[config.mk]
export PLATFORM = sky130hd
export DESIGN_NAME = sobel_frame_sequencer_flat
export DESIGN_NICKNAME = d
export VERILOG_FILES = /design/src/rtl/sobel_frame_sequencer_if.sv /design/src/rtl/sobel_frame_sequencer.sv /design/src/flat_wrapper.sv
export SDC_FILE = /design/constraint.sdc
export NUM_CORES = 1
export LEC_CHECK = 0
export CAP_MARGIN = 40
export CORE_UTILIZATION = 60
export DETAILED_ROUTE_END_ITERATION = 12
export PLACE_DENSITY = 0.83
export REMOVE_ABC_BUFFERS = 1
export SYNTH_ARGS = -nofsm -noshare
export SYNTH_HDL_FRONTEND = slang
export SYNTH_SLANG_ARGS = --single-unit
[constraint.sdc]
create_clock -name clk -period 4.1 [get_ports clk]
set_clock_uncertainty 0.15 [all_clocks]
set_input_delay 0.82 -clock clk [delete_from_list [all_inputs] [get_ports clk]]
set_output_delay 0.82 -clock clk [all_outputs]
set_load 0.005 [all_outputs]
[src/rtl/sobel_frame_sequencer_if.sv]
// Handshake bundle between the Sobel frame sequencer and the blocks it drives
// (frame-start source, memory read/write unit, 3x3 window buffer).
//
// Signals:
//   start       frame start request (source -> sequencer)
//   mem_busy    read/write unit busy, no issue while high
//   read_done   one-cycle pulse, read data presented to the window buffer
//   shift_done  one-cycle pulse, window shift complete
//   write_done  one-cycle pulse, write committed
//   start_read  one-cycle read request, addr_r valid alongside
//   start_shift one-cycle window shift command
//   start_write one-cycle write request, addr_w valid alongside
//   busy        high from start acceptance until frame completion
//   done        one-cycle pulse when the frame is complete
//
// master: the sequencer side.  slave: the datapath / environment side.
interface sobel_frame_sequencer_if #(
    parameter int ADDR_W = 16
);
    logic              start;
    logic              mem_busy;
    logic              read_done;
    logic              shift_done;
    logic              write_done;
    logic              start_read;
    logic [ADDR_W-1:0] addr_r;
    logic              start_shift;
    logic              start_write;
    logic [ADDR_W-1:0] addr_w;
    logic              busy;
    logic              done;

    modport master (
        input  start, mem_busy, read_done, shift_done, write_done,
        output start_read, addr_r, start_shift, start_write, addr_w, busy, done
    );

    modport slave (
        output start, mem_busy, read_done, shift_done, write_done,
        input  start_read, addr_r, start_shift, start_write, addr_w, busy, done
    );
endinterface

[src/rtl/sobel_frame_sequencer.sv]
// Sobel frame sequencer: raster-scans the interior rows of the input frame.
// For every column it reads the three vertically stacked pixels that form the
// window buffer's new column, commands a window shift, and once the window is
// primed (third column onward) writes the filtered result for the centre
// pixel. It moves no pixel data itself; it only sequences the datapath.
//
// Ports:
//   clk   system clock
//   rst   synchronous active-high reset; aborts any frame in progress
//   bus   sobel_frame_sequencer_if.master (start / mem_busy / *_done in,
//         start_read+addr_r / start_shift / start_write+addr_w / busy / done out)
//
// All outputs are registered. A done input is only honoured in its matching
// WAIT state and not in the cycle its request pulse is visible, so at most
// one operation is ever outstanding.
module sobel_frame_sequencer #(
    parameter int                IMG_W    = 16,
    parameter int                IMG_H    = 16,
    parameter int                ADDR_W   = 16,
    parameter logic [ADDR_W-1:0] BASE_IN  = '0,
    parameter logic [ADDR_W-1:0] BASE_OUT = ADDR_W'(16'h8000)
) (
    input  logic                   clk,
    input  logic                   rst,
    sobel_frame_sequencer_if.master bus
);

    localparam int COL_W = $clog2(IMG_W);
    localparam int Y_W   = $clog2(IMG_H);

    localparam logic [COL_W-1:0]  COL_LAST  = COL_W'(IMG_W - 1);
    localparam logic [Y_W-1:0]    Y_LAST    = Y_W'(IMG_H - 2);
    localparam logic [ADDR_W-1:0] ROW_STEP  = ADDR_W'(IMG_W);
    localparam logic [ADDR_W-1:0] ROW_STEP2 = ADDR_W'(2 * IMG_W);
    // row_base points at row y-1 of the input; the output centre pixel is at
    // row y, column col-1 of the output frame.
    localparam logic [ADDR_W-1:0] WR_OFS    = ROW_STEP + BASE_OUT - BASE_IN - ADDR_W'(1);

    typedef enum logic [3:0] {
        IDLE,
        ROW_INIT,
        RD_ISSUE,
        RD_WAIT,
        SH_ISSUE,
        SH_WAIT,
        WR_ISSUE,
        WR_WAIT,
        DONE
    } state_t;

    state_t            state_q, state_d;
    logic [COL_W-1:0]  col_q, col_d;
    logic [Y_W-1:0]    y_q, y_d;
    logic [1:0]        r_q, r_d;
    logic [ADDR_W-1:0] row_base_q, row_base_d;

    logic              start_read_q, start_read_d;
    logic [ADDR_W-1:0] addr_r_q, addr_r_d;
    logic              start_shift_q, start_shift_d;
    logic              start_write_q, start_write_d;
    logic [ADDR_W-1:0] addr_w_q, addr_w_d;
    logic              busy_q, busy_d;
    logic              done_q, done_d;

    logic [ADDR_W-1:0] r_ofs;
    logic [ADDR_W-1:0] col_ext;
    logic [ADDR_W-1:0] rd_addr;
    logic [ADDR_W-1:0] wr_addr;

    // r*IMG_W from a constant mux, r only ever takes 0..2
    always_comb begin
        case (r_q)
            2'd1:    r_ofs = ROW_STEP;
            2'd2:    r_ofs = ROW_STEP2;
            default: r_ofs = '0;
        endcase
    end

    assign col_ext = ADDR_W'(col_q);
    assign rd_addr = row_base_q + r_ofs + col_ext;
    assign wr_addr = row_base_q + WR_OFS + col_ext;

    always_comb begin
        state_d       = state_q;
        col_d         = col_q;
        y_d           = y_q;
        r_d           = r_q;
        row_base_d    = row_base_q;
        start_read_d  = 1'b0;
        addr_r_d      = addr_r_q;
        start_shift_d = 1'b0;
        start_write_d = 1'b0;
        addr_w_d      = addr_w_q;
        busy_d        = busy_q;
        done_d        = 1'b0;

        case (state_q)
            IDLE: begin
                if (bus.start) begin
                    state_d    = ROW_INIT;
                    y_d        = Y_W'(1);
                    col_d      = '0;
                    row_base_d = BASE_IN;
                    busy_d     = 1'b1;
                end
            end
            ROW_INIT: begin
                r_d     = '0;
                state_d = RD_ISSUE;
            end
            RD_ISSUE: begin
                if (!bus.mem_busy) begin
                    start_read_d = 1'b1;
                    addr_r_d     = rd_addr;
                    state_d      = RD_WAIT;
                end
            end
            RD_WAIT: begin
                // start_read_q high means the request is only now visible
                if (bus.read_done && !start_read_q) begin
                    if (r_q < 2'd2) begin
                        r_d     = r_q + 2'd1;
                        state_d = RD_ISSUE;
                    end else begin
                        state_d = SH_ISSUE;
                    end
                end
            end
            SH_ISSUE: begin
                start_shift_d = 1'b1;
                state_d       = SH_WAIT;
            end
            SH_WAIT: begin
                if (bus.shift_done && !start_shift_q) begin
                    // first two columns only prime the window, nothing to write
                    if (col_q < COL_W'(2)) begin
                        col_d   = col_q + COL_W'(1);
                        r_d     = '0;
                        state_d = RD_ISSUE;
                    end else begin
                        state_d = WR_ISSUE;
                    end
                end
            end
            WR_ISSUE: begin
                if (!bus.mem_busy) begin
                    start_write_d = 1'b1;
                    addr_w_d      = wr_addr;
                    state_d       = WR_WAIT;
                end
            end
            WR_WAIT: begin
                if (bus.write_done && !start_write_q) begin
                    if (col_q < COL_LAST) begin
                        col_d   = col_q + COL_W'(1);
                        r_d     = '0;
                        state_d = RD_ISSUE;
                    end else if (y_q < Y_LAST) begin
                        y_d        = y_q + Y_W'(1);
                        row_base_d = row_base_q + ROW_STEP;
                        col_d      = '0;
                        state_d    = ROW_INIT;
                    end else begin
                        // done and the busy drop land in the same cycle
                        done_d  = 1'b1;
                        busy_d  = 1'b0;
                        state_d = DONE;
                    end
                end
            end
            DONE: begin
                state_d = IDLE;
            end
            default: begin
                state_d = IDLE;
            end
        endcase
    end

    always_ff @(posedge clk) begin
        if (rst) begin
            state_q       <= IDLE;
            col_q         <= '0;
            y_q           <= '0;
            r_q           <= '0;
            row_base_q    <= '0;
            start_read_q  <= 1'b0;
            addr_r_q      <= '0;
            start_shift_q <= 1'b0;
            start_write_q <= 1'b0;
            addr_w_q      <= '0;
            busy_q        <= 1'b0;
            done_q        <= 1'b0;
        end else begin
            state_q       <= state_d;
            col_q         <= col_d;
            y_q           <= y_d;
            r_q           <= r_d;
            row_base_q    <= row_base_d;
            start_read_q  <= start_read_d;
            addr_r_q      <= addr_r_d;
            start_shift_q <= start_shift_d;
            start_write_q <= start_write_d;
            addr_w_q      <= addr_w_d;
            busy_q        <= busy_d;
            done_q        <= done_d;
        end
    end

    assign bus.start_read  = start_read_q;
    assign bus.addr_r      = addr_r_q;
    assign bus.start_shift = start_shift_q;
    assign bus.start_write = start_write_q;
    assign bus.addr_w      = addr_w_q;
    assign bus.busy        = busy_q;
    assign bus.done        = done_q;

endmodule

[src/flat_wrapper.sv]
// flat-port wrapper written by rule: the top's interface ports become plain ports
module sobel_frame_sequencer_flat 
#(
    parameter int                IMG_W    = 16,
    parameter int                IMG_H    = 16,
    parameter int                ADDR_W   = 16,
    parameter logic [ADDR_W-1:0] BASE_IN  = '0,
    parameter logic [ADDR_W-1:0] BASE_OUT = ADDR_W'(16'h8000)
)
  (clk, rst, bus_start, bus_mem_busy, bus_read_done, bus_shift_done, bus_write_done, bus_start_read, bus_addr_r, bus_start_shift, bus_start_write, bus_addr_w, bus_busy, bus_done);
  sobel_frame_sequencer_if #(.ADDR_W(ADDR_W)) bus_i ();
  input  logic clk;
  input  logic rst;
  input wire logic [$bits(bus_i.start)-1:0] bus_start;
  input wire logic [$bits(bus_i.mem_busy)-1:0] bus_mem_busy;
  input wire logic [$bits(bus_i.read_done)-1:0] bus_read_done;
  input wire logic [$bits(bus_i.shift_done)-1:0] bus_shift_done;
  input wire logic [$bits(bus_i.write_done)-1:0] bus_write_done;
  output wire logic [$bits(bus_i.start_read)-1:0] bus_start_read;
  output wire logic [$bits(bus_i.addr_r)-1:0] bus_addr_r;
  output wire logic [$bits(bus_i.start_shift)-1:0] bus_start_shift;
  output wire logic [$bits(bus_i.start_write)-1:0] bus_start_write;
  output wire logic [$bits(bus_i.addr_w)-1:0] bus_addr_w;
  output wire logic [$bits(bus_i.busy)-1:0] bus_busy;
  output wire logic [$bits(bus_i.done)-1:0] bus_done;
  assign bus_i.start = bus_start;
  assign bus_i.mem_busy = bus_mem_busy;
  assign bus_i.read_done = bus_read_done;
  assign bus_i.shift_done = bus_shift_done;
  assign bus_i.write_done = bus_write_done;
  assign bus_start_read = bus_i.start_read;
  assign bus_addr_r = bus_i.addr_r;
  assign bus_start_shift = bus_i.start_shift;
  assign bus_start_write = bus_i.start_write;
  assign bus_addr_w = bus_i.addr_w;
  assign bus_busy = bus_i.busy;
  assign bus_done = bus_i.done;
  sobel_frame_sequencer #(.IMG_W(IMG_W), .IMG_H(IMG_H), .ADDR_W(ADDR_W), .BASE_IN(BASE_IN), .BASE_OUT(BASE_OUT)) u_core (.clk(clk), .rst(rst), .bus(bus_i));
endmodule
; ---- After elaboration in Yosys (flattened, before gate mapping)
; Cells that the tools add are included.
[op_classes]
magnitude_cmp = 4
n_addsub = 8
eq_ne = 22
reduce_logical = 20
bitwise = 5
muxes = 43
[op_table]
columns = operator, count
row1 = 2-to-1 mux 4 bit, 17
row2 = 2-to-1 mux 16 bit, 4
row3 = adder 16 x 4 -> 16 bit, 2
row4 = case mux 16 bit (2 select lines), 1
row5 = case mux 4 bit (8 select lines), 1
row6 = adder 16 bit (second input constant), 1
row7 = adder 16 x 5 -> 16 bit (second input constant), 1
row8 = adder 16 x 6 -> 16 bit, 1
row9 = == test 4 x 3 -> 1 bit (second input constant), 4
row10 = != test 2 x 1 -> 1 bit (second input constant), 7
row11 = 2-to-1 mux 2 bit, 6
row12 = case mux 4 bit (3 select lines), 1
row13 = case mux 6 bit (2 select lines), 1
row14 = AND reduction 6 bit, 2
row15 = != test 2 bit (second input constant), 5
row16 = AND reduction 5 bit, 2
row17 = adder 4 x 1 -> 4 bit (second input constant), 2
row18 = == test 4 x 2 -> 1 bit (second input constant), 2
row19 = < comparator 4 bit (second input constant), 2
row20 = case mux 2 bit (4 select lines), 1
row21 = case mux 4 bit (2 select lines), 1
row22 = 2-to-1 mux 1 bit, 7
row23 = AND reduction 7 bit, 1
row24 = 2-to-1 mux 3 bit, 2
row25 = 18 further kinds, 28
[word_totals]
output_inout_bits = 37
ff_bits = 67
in_bits = 7

; ---- Logic depth before layout (Yosys ltp)
[depth]
depth_word = 5
ltp_mapped = 8
mapped_depth_nobuf = 8

; ---- Least setup slack after synthesis
; OpenSTA, ideal clock, no wires.
[synth_timing]
path_type = reg2reg
startpoint = register u_core.col_q[1]
endpoint = register u_core.addr_w_q[15] (netlist: u_core.bus.addr_w[15])
path_buffers = 0
t_required_ps = 3888
path_stages_with_launch = 9
setup_ps = 62
setup_slack_ps = 1686
arrival_ps = 2201
path_cell_list = dfxtp_1 > inv_1 > ha_1 > fa_1 > nor2b_1 > o21ai_1 > a2111oi_0 > or4_1 > nand3_1
[synth_between]
elab_chain_cells = 1
[synth_lines]
columns = element, line_no
row1 = "start, declared", sobel_frame_sequencer.sv:52  ; logic [COL_W-1:0] col_q, col_d;
row2 = "start signal, assigned", sobel_frame_sequencer.sv:196  ; col_q <= col_d;
row3 = adder 16 x 4 -> 16 bit, sobel_frame_sequencer.sv:81  ; assign wr_addr = row_base_q + WR_OFS + col_ext;
row4 = "end signal, assigned", sobel_frame_sequencer.sv:204  ; addr_w_q <= addr_w_d;
row5 = "end, declared", sobel_frame_sequencer.sv:61  ; logic [ADDR_W-1:0] addr_w_q, addr_w_d;
; No other way between the ends.
; A chain may end at the register's enable or synchronous reset.

; ---- Worst setup path after layout
; Same ends and word-level chain as after synthesis.

==> metrics.txt <==
TNS Setup=0 ns; Final nets=451; crit path cell chain=inv_1, ha_1, fa_1, nor2b_1, o21ai_1, a2111oi_0, or4_1, nand3_1; routed vias/inst=5.70; peak supply drop=between 0.2 and 0.3 mV; CP Max Fanout=9; WL per Instance=14.5 um; Fmax achieved=362 MHz; Least-Margin Pin Slew=0.773 ns; critical path startpoint category=flop; max incr delay on CP=0.53 ns; kind of end point of the critical path=flop; initial drt markers=115; placed cell count=489; Die X=between 70 and 80 um; via count=2,881; IO buf count=43; Syn Inst Count=402; sequential group share of total power=0.459; number of global-route vias before repair=2,689; number of flops mapped to enable cells by yosys=0; Sink Count=63; Die H=77.2 um; asr flop ratio synth=0; post-CTS resize count=0; largest net degree at the start of global routing=27; CTS tree=built; total track usage=0.265; Cell variety after synth=between 50 and 60; synthesis warning total=0; gpl congestion=around 0.9; GRT Residual Overflow=0; Lkg Pwr=1.34 nW; max-cap violation count=0; Core ar.=5470 um2; CP required=4.24 ns; most frequent cells in the layout=63 x dfxtp_1, 60 x nor2_1, 43 x clkdlybuf4s50_1; Post-CTS Setup Repair Bufs=0; antenna violations before repair=0; Longest Clk Path Bufs=2; TritonCTS Buffers=9; sequential fraction of the synthesis area=0.372; crit path buf inv count=1; delay-heaviest family, CP=adder cells; Sw Share=0.248; Psw=0.352 mW; final core utilization=0.728; Mean Syn Cell Area=8.43 um2; post-route ant nets=0; first-pass GRT wire length=12,400 um; crit path time final=2.76 ns; H-tree Lvls=3; final WL=7300 um; FP Rows=27; RSZ-0062 raised after global routing=no; crit path kind=flop to flop; Detailed Routing Iterations Pass 1=4; Synth Register Bits=63; Post-synth top flop=dfxtp_1; Starting Density=0.620; slowest CP cell=dfxtp_1; final-report setup violation count=0; Final Hold Fails=0; CTS root buf=clkbuf_8; Worst-path clk slew=0.07 ns; clk_lat worst skew=0.35 ns; Comb pwr share=0.100; n_diodes=0; CP arrival=2.90 ns; hold_buf cts=0; hpwl dp=5040 um; layout cells sized above 1=0.0739; Final Cycle Share=0.673; Max Slew Vio Count=0; PwrDens=about 360 nW/um2; post-route insts no fill=505; mapped cell area=3390 um2; outcome=finished, final reports clean; P&R area growth vs syn=17.6%; Clk pwr share=0.440; HP Class=flop to flop; Slew Limit Headroom=0.485; Die ar.=5960 um2; drc violations=0; Int Pwr=around 1.1 mW; most common cell after layout, fill and taps aside=dfxtp_1; I/O Pins=44
-- worst min-delay path, cell delays in order (launching register included) --
cell,delay [ns]
dfxtp_1,0.31
nand2_1,0.05
a21oi_1,0.05
-- layer usage --
metal	global-route usage	routed length, um
met4	0.147	138
met3	0.0571	442
met2	0.414	3420
met5	0	0
met1	0.337	3310
-- cells in the mapped netlist (4+ instances only) --
library cell / instances / share of area
inv_1: 9 / 0.010
mux2i_1: 4 / 0.012
nor2b_1: 9 / 0.017
ha_1: 15 / 0.055
nand2b_1: 5 / 0.0092
a211oi_1: 21 / 0.046
xnor2_1: 17 / 0.044
nand4_1: 11 / 0.020
buf_6: 4 / 0.013
a21oi_1: 25 / 0.037
buf_4: 4 / 0.0089
nor3_1: 10 / 0.015
dfxtp_1: 63 / 0.37
nand3_1: 12 / 0.018
xor2_1: 16 / 0.041
buf_2: 13 / 0.019
nor2_1: 60 / 0.066
nand2_1: 36 / 0.040
clkbuf_1: 9 / 0.010
o21ai_0: 5 / 0.0074
-- through the flow --
step | setup WS [ns] | power, mW | instance area [um2] | hold slack, ns
finish | 1.34 | 1.42 | 3990 | 0.300
global route | 1.15 | 1.47 | 3990 | 0.333
CTS | 1.36 | 1.42 | 3990 | 0.304
detailed placement | 1.11 | 0.807 | 3750 | 0.297
global placement | 1.12 | 0.801 | 3750 | 0.289
floorplan | 1.69 | 0.750 | 3210 | 0.282
-- state kept, by name (all words and copies together) (netlist names) --
register	cells
u_core.bus.start_read	1
u_core.bus.start_shift	1
u_core.bus.addr_r	16
u_core.col_q	4
u_core.bus.done	1
u_core.r_q	2
u_core.row_base_q	12
u_core.y_q	4
u_core.bus.start_write	1
u_core.bus.busy	1
u_core.bus.addr_w	16
u_core.state_q	4
-- power by group through the flow --
stage	combinational [mW]	clock (mW)	sequential [mW]
final	0.142	0.625	0.652
after global routing	0.158	0.655	0.655
after CTS	0.143	0.630	0.652
after detailed placement	0.141	0	0.666
after global placement	0.136	0	0.665
after floorplan	0.0901	0	0.660
-- area by class of cell --
| type | count | area [um2] |
|---|---|---|
| Clock buffer | 11 | 151 |
| Clock inverter | 5 | 80.1 |
| Fill cell | 425 | 1490 |
| Inverter | 9 | 33.8 |
| Multi-Input combinational cell | 299 | 1920 |
| Sequential cell | 63 | 1260 |
| Tap cell | 72 | 90.1 |
| Timing Repair Buffer | 46 | 453 |
-- cell families (layout without fill, tap and decap cells) --
| logic type | count (synthesis) | in the layout | synth area share |
|---|---|---|---|
| multiplexers | 4 | 4 | 0.0118 |
| buffers and inverters | 40 | 71 | 0.0627 |
| AND/OR/NAND/NOR | 171 | 171 | 0.253 |
| XOR/XNOR | 33 | 33 | 0.0852 |
| flip-flops | 63 | 63 | 0.372 |
| adder cells (fa/ha/maj) | 16 | 16 | 0.0613 |
| AO/OA/AOI/OAI | 75 | 75 | 0.154 |
-- path summary, 6_finish.rpt --
check,startpoint,endpoint,slack [ns],depth (start not counted)
worst max-delay path,u_core.col_q[1]$_SDFFE_PP0P_,u_core.bus.addr_w[15]$_SDFFE_PP0P_,1.34,8
worst min-delay path,u_core.bus.addr_w[3]$_SDFFE_PP0P_,u_core.bus.addr_w[3]$_SDFFE_PP0P_,0.30,2
worst max register to register,u_core.col_q[1]$_SDFFE_PP0P_,u_core.bus.addr_w[15]$_SDFFE_PP0P_,1.34,8
worst min register to register,u_core.bus.addr_w[3]$_SDFFE_PP0P_,u_core.bus.addr_w[3]$_SDFFE_PP0P_,0.30,2
Note: power is estimated with default switching activity, not from simulation.
